$ cat config.mk
export PLATFORM = sky130hd
export DESIGN_NAME = adder_share_sched
export DESIGN_NICKNAME = d
export VERILOG_FILES = /design/src/rtl/adder_sched_pkg.sv /design/src/rtl/adder_8.sv /design/src/rtl/adder_share_sched.sv
export SDC_FILE = /design/constraint.sdc
export NUM_CORES = 1
export LEC_CHECK = 0
export ABC_AREA = 1
export CORE_MARGIN = 10
export CORE_UTILIZATION = 40
export DETAILED_ROUTE_END_ITERATION = 8
export PLACE_DENSITY = 0.81
export SYNTH_ARGS = -nofsm -noshare
export SYNTH_HDL_FRONTEND = slang
export SYNTH_SLANG_ARGS = --single-unit
$ cat constraint.sdc
create_clock -name clk -period 8.3 [get_ports clk]
set_clock_uncertainty 0.2 [all_clocks]
set_input_delay 1.66 -clock clk [delete_from_list [all_inputs] [get_ports clk]]
set_output_delay 1.66 -clock clk [all_outputs]
set_load 0.02 [all_outputs]
$ cat src/rtl/adder_sched_pkg.sv
// Shared types and constants for the time-shared byte-serial adder scheduler.
package adder_sched_pkg;

    localparam int BYTE_W = 8;

    typedef enum logic [1:0] {IDLE, RUN, DONE} sched_state_t;

    typedef logic req_id_t;

endpackage

$ cat src/rtl/adder_8.sv
// 8-bit ripple adder slice with unsigned carry-out and signed overflow flag.
module adder_8 (
    input  logic [7:0] i_a,
    input  logic [7:0] i_b,
    input  logic       i_ci,
    output logic [7:0] o_s,
    output logic       o_co,
    output logic       o_of
);

    logic [7:0] w_low;
    logic [1:0] w_high;

    // w_low[7] is the carry into bit 7, needed for the overflow flag
    assign w_low  = {1'b0, i_a[6:0]} + {1'b0, i_b[6:0]} + {7'd0, i_ci};
    assign w_high = {1'b0, i_a[7]} + {1'b0, i_b[7]} + {1'b0, w_low[7]};

    assign o_s  = {w_high[0], w_low[6:0]};
    assign o_co = w_high[1];
    assign o_of = w_high[1] ^ w_low[7];

endmodule

$ cat src/rtl/adder_share_sched.sv
// Round-robin scheduler sharing one adder_8 between two requesters; multi-byte
// adds run LSB first, one byte per cycle, with the carry held in a register.
//   state | meaning
//   IDLE  | waiting for a request; ready offered to the granted requester
//   RUN   | one byte per cycle through the shared adder
//   DONE  | result presented until the consumer takes it
module adder_share_sched
    import adder_sched_pkg::*;
#(
    parameter  int NBYTES = 2,
    localparam int W      = BYTE_W * NBYTES
) (
    input  logic         clk,
    input  logic         rst_n,
    input  logic         req0_valid,
    output logic         req0_ready,
    input  logic [W-1:0] req0_a,
    input  logic [W-1:0] req0_b,
    input  logic         req0_ci,
    input  logic         req1_valid,
    output logic         req1_ready,
    input  logic [W-1:0] req1_a,
    input  logic [W-1:0] req1_b,
    input  logic         req1_ci,
    output logic         resp_valid,
    input  logic         resp_ready,
    output logic         resp_id,
    output logic [W-1:0] resp_sum,
    output logic         resp_co,
    output logic         resp_of
);

    localparam int                IDX_W    = (NBYTES > 1) ? $clog2(NBYTES) : 1;
    localparam logic [IDX_W-1:0] LAST_IDX = IDX_W'(NBYTES - 1);

    sched_state_t     r_state;
    sched_state_t     w_state_nxt;
    req_id_t          r_last_grant;
    req_id_t          r_id;
    req_id_t          w_grant_id;
    logic             w_grant_vld;
    logic [W-1:0]     r_a;
    logic [W-1:0]     r_b;
    logic [W-1:0]     r_sum;
    logic             r_carry;
    logic             r_co;
    logic             r_of;
    logic [IDX_W-1:0] r_idx;
    logic [7:0]       w_byte_a;
    logic [7:0]       w_byte_b;
    logic [7:0]       w_byte_s;
    logic             w_add_co;
    logic             w_add_of;

    always_comb begin
        w_grant_vld = req0_valid | req1_valid;
        w_grant_id  = 1'b0;
        if (req0_valid && req1_valid) begin
            w_grant_id = ~r_last_grant;
        end else if (req1_valid) begin
            w_grant_id = 1'b1;
        end
    end

    always_comb begin
        w_byte_a = '0;
        w_byte_b = '0;
        for (int i = 0; i < NBYTES; i++) begin
            if (r_idx == IDX_W'(i)) begin
                w_byte_a = r_a[i*BYTE_W +: BYTE_W];
                w_byte_b = r_b[i*BYTE_W +: BYTE_W];
            end
        end
    end

    adder_8 u_adder (
        .i_a  (w_byte_a),
        .i_b  (w_byte_b),
        .i_ci (r_carry),
        .o_s  (w_byte_s),
        .o_co (w_add_co),
        .o_of (w_add_of)
    );

    always_comb begin
        w_state_nxt = r_state;
        req0_ready  = 1'b0;
        req1_ready  = 1'b0;
        resp_valid  = 1'b0;
        case (r_state)
            IDLE: begin
                if (w_grant_vld) begin
                    w_state_nxt = RUN;
                    req0_ready  = ~w_grant_id;
                    req1_ready  = w_grant_id;
                end
            end
            RUN: begin
                if (r_idx == LAST_IDX) begin
                    w_state_nxt = DONE;
                end
            end
            DONE: begin
                resp_valid = 1'b1;
                if (resp_ready) begin
                    w_state_nxt = IDLE;
                end
            end
            default: w_state_nxt = IDLE;
        endcase
    end

    always_ff @(posedge clk) begin
        if (!rst_n) begin
            r_state      <= IDLE;
            r_idx        <= '0;
            r_carry      <= 1'b0;
            r_last_grant <= 1'b1;
            r_id         <= 1'b0;
            r_a          <= '0;
            r_b          <= '0;
            r_sum        <= '0;
            r_co         <= 1'b0;
            r_of         <= 1'b0;
        end else begin
            r_state <= w_state_nxt;
            case (r_state)
                IDLE: begin
                    if (w_grant_vld) begin
                        r_id         <= w_grant_id;
                        r_last_grant <= w_grant_id;
                        r_a          <= w_grant_id ? req1_a  : req0_a;
                        r_b          <= w_grant_id ? req1_b  : req0_b;
                        r_carry      <= w_grant_id ? req1_ci : req0_ci;
                        r_idx        <= '0;
                    end
                end
                RUN: begin
                    for (int i = 0; i < NBYTES; i++) begin
                        if (r_idx == IDX_W'(i)) begin
                            r_sum[i*BYTE_W +: BYTE_W] <= w_byte_s;
                        end
                    end
                    r_carry <= w_add_co;
                    // Only the final byte's flags describe the full-width add
                    if (r_idx == LAST_IDX) begin
                        r_co <= w_add_co;
                        r_of <= w_add_of;
                    end else begin
                        r_idx <= r_idx + 1'b1;
                    end
                end
                default: ;
            endcase
        end
    end

    assign resp_id  = r_id;
    assign resp_sum = r_sum;
    assign resp_co  = r_co;
    assign resp_of  = r_of;

endmodule

==> results.txt <==
- Status: completed
* Worst-case reg-to-reg path depth: 15
- Placed Cells: 570
- Height of the die: 103.8 um
- sky130_fd_sc_hd__dfxtp_1 takes more of the synthesized area than any other cell.
* Sequence of cells on the critical path: clkdlybuf4s50_1, o21ai_4, nor2_4, clkdlybuf4s50_1
- Number of instances on the worst hold path: 2
* Layout overhead on the synthesized area: 35.66%
- Timing analysis after detailed placement gives a worst setup slack of ~2.5 ns.
- For this run, the slowest stage of the critical path takes slightly below 0.8 ns.
- Commonest non-fill, non-tap cell in the layout: sky130_fd_sc_hd__nand2_1
* Worst slew margin: approximately a quarter
- Cell seen most often among critical-path stages: sky130_fd_sc_hd__clkdlybuf4s50_1
- Data arrival time of the critical path: a little under 4 ns
* Final core utilization: ~56%
- Dividing the detail-routed via count by the number of cells gives between 4 and 5.
* WL per Instance: approximately 13 um
- Measured along the x axis, the die boundary spans 103.8 um.
- At the pin with the least slew margin, the transition time is around 1.1 ns.
- After routing the design area is roughly 3800 um^2.
* Final setup violation count: 0
* RSZ-0062 raised after global routing: false
- TritonCTS buffer count: 5
- Counting I/O delays and the setup requirement, the final critical path takes between 5 and 6 ns.
- I/O pin count: 93
- Number of standard cells in the final layout excluding fillers: around 580
- Grt total ovfl: 0
- When the netlist entered floorplanning its net count stood at between 400 and 500.
- After clock tree synthesis, the repair step resized 0 gates.
- Launching element type of the critical path: primary input
* Final max-slew violation count: 0
- The critical path in this run is classified as primary input to output port.
- PnR Total Power: ~0.62 mW
* Part of the Yosys area used for sequential elements: roughly two fifths
- Class of the worst hold path: flop to flop
- Max-cap violations in this run came to 0.
- Overall fraction of global-route tracks in use: 13.85%
- The net count of the finished layout is 561.
* Post-route clock period utilization: between 60% and 70%
* CTS H-tree lvls: 2
* Placeable Area: slightly below 7000 um^2
- The floorplan has 30 rows.
* Cell variety after synth: 27
* Maximum frequency from static timing analysis: between 150 and 200 MHz
- Once placement finished, the instance area stood at between 3000 and 4000 um^2.
- Clock tree sinks: 56
* Insertion delay to the later sink of the worst-skew pair: 0.31 ns
* Async S/R FF share, synth: 0%
- Routability Congestion: 0.8943
- Global-route wire length before repair: approximately 13,000 um
- Layout cells sized above 1: ~4.2%
* Static leakage: between 1.5 and 2 nW
* Peak supply drop: about 70 uV
- The synthesized design contains 56 register bits.
- Starting density of the core: between 40% and 50%
- For this block, the initial DRC count from the detailed router was ~130.
- Standard cell with the maximum stage delay on the critical path: sky130_fd_sc_hd__o21ai_4
- Post-synthesis average cell area: about 7.0 um^2
* Antenna diodes: 0
- The count of final hold-check violations came to 0.
* IO buf count: about 90
- Maximum number of pins on one net before global-route repair: 41
* Maximum fanout along the worst path: 40
- Worst hold slack: around 0.28 ns
- Number of buffers inserted by hold repair at cts: 0
* Antenna violations before repair: 0
- Once detail routing completed, the nets flagged for antenna violations numbered 0.
- The synthesized netlist occupies a cell area of ~2800 um^2.
- Wire length after detailed routing: between 7000 and 8000 um
- Via count: approximately 2.8k
* Via count of the first global-routing pass: 2,826
- Gate count after technology mapping: 403
- Number of setup buffers added after CTS: 0
* Estimated wirelength of the detail-placed design: about 6000 um
* Number of detailed-routing iterations run before antenna repair: 4
- Predominant post-synthesis flop cell: sky130_fd_sc_hd__dfxtp_1
- In this run, synthesis inferred 0 flip-flops with an integrated enable.
* Smallest setup slack after layout: between 2 and 3 ns
* Root buffer selected by CTS: sky130_fd_sc_hd__clkbuf_8
* Most frequent cells in the layout: sky130_fd_sc_hd__nand2_1 (177), sky130_fd_sc_hd__clkdlybuf4s50_1 (92), sky130_fd_sc_hd__dfxtp_1 (56)
- Top area cells in the synthesized netlist: sky130_fd_sc_hd__dfxtp_1 (40%), sky130_fd_sc_hd__nand2_1 (24%), sky130_fd_sc_hd__a31oi_1 (7.1%), sky130_fd_sc_hd__inv_1 (4.0%), sky130_fd_sc_hd__ha_1 (2.7%)
* Setup crit end kind: output port
- Yosys printed 0 warnings.
- Clock-pin slew was measured on the worst setup and hold paths at roughly 0.090 ns.
- Total negative setup slack: 0 ns
* CTS tree: done
* Maximum clock path buffer count: 2
- Data required time at the worst endpoint: 6.44 ns
- For this run, design rule violations remaining after detail routing come to 0.
- The floorplan step defined a die boundary enclosing ~11,000 um^2.
- Dividing total power by cell area gives a power density of ~160 nW/um^2.
- In this run the biggest area consumer among cell types represents between 30% and 40% of the synthesized area.
## cell usage after synthesis (2+ instances only)
cell type                  instances
sky130_fd_sc_hd__buf_2             6
sky130_fd_sc_hd__nand3_1          12
sky130_fd_sc_hd__ha_1              6
sky130_fd_sc_hd__dfxtp_1          56
sky130_fd_sc_hd__o21a_1            9
sky130_fd_sc_hd__xnor2_1           2
sky130_fd_sc_hd__mux2i_1           2
sky130_fd_sc_hd__buf_4             8
sky130_fd_sc_hd__fa_1              3
sky130_fd_sc_hd__a21oi_1          12
sky130_fd_sc_hd__and2_1            2
sky130_fd_sc_hd__nand4_1           2
sky130_fd_sc_hd__o21ai_0          10
sky130_fd_sc_hd__a31oi_1          32
sky130_fd_sc_hd__nor2_4            3
sky130_fd_sc_hd__or2_2             4
sky130_fd_sc_hd__nand2_1         177
sky130_fd_sc_hd__inv_2             3
sky130_fd_sc_hd__clkbuf_1          6
sky130_fd_sc_hd__inv_1            30
sky130_fd_sc_hd__nor2_1           11
sky130_fd_sc_hd__nand2_2           2
## cell families (layout without fill, tap and decap cells)
kind of cell,Yosys count,after routing,share of synthesized area [%]
and+or+nand+nor,214,214,30.90
xor gates and xnor gates,2,2,0.6234
buffers and inverters,54,132,8.549
adders and majority gates,9,9,4.809
muxes,2,2,0.7124
AOI/OAI and AO/OA,66,66,14.51
DFF,56,56,39.89
## state kept, by name, indices dropped and copies added, names as in the netlist
name	cells
r_a	16
r_b	16
resp_sum	16
r_state	2
r_carry	1
r_idx	1
r_last_grant	1
resp_co	1
resp_id	1
resp_of	1
## layout make-up
cell class | instances | area, um^2
Inverter | 33 | 123.9
Clock inverter | 1 | 5.005
Sequential cell | 56 | 1121
Tap cell | 96 | 120.1
Multi-Input combinational cell | 293 | 1449
Timing Repair Buffer | 92 | 920.9
Clock buffer | 6 | 72.57
Fill cell | 640 | 2982
## report_power, final
group	switching (mW)	total [mW]	internal, mW
clock	0.0798	0.137	0.0575
sequential	0.0143	0.307	0.293
combinational	0.0926	0.175	0.0821
total	0.187	0.619	0.432
## per-layer routing
layer	routed length, um	vias up	track usage, %
met1	3164	1198	15.91
met4	233	0	6.561
li1	-	1442	-
met3	623	22	5.390
met5	0	-	0
met2	3464	104	22.07
## critical path, delay by kind of cell
kind | cells | cell delay (ns)
simple gates | 1 | 0.31
compound gates | 1 | 0.79
buf+inv | 2 | 1.11
## path summary, 6_finish.rpt
check	from	end	slack (ns)
max	req1_valid	req1_ready	2.56
min reg2reg	resp_sum[2]$_SDFFE_PN0P_	resp_sum[2]$_SDFFE_PN0P_	0.28
min	resp_sum[2]$_SDFFE_PN0P_	resp_sum[2]$_SDFFE_PN0P_	0.28
max reg2reg	r_idx$_SDFFE_PN0P_	r_carry$_SDFFE_PN0P_	4.71
(Power assumes the default switching activity.)
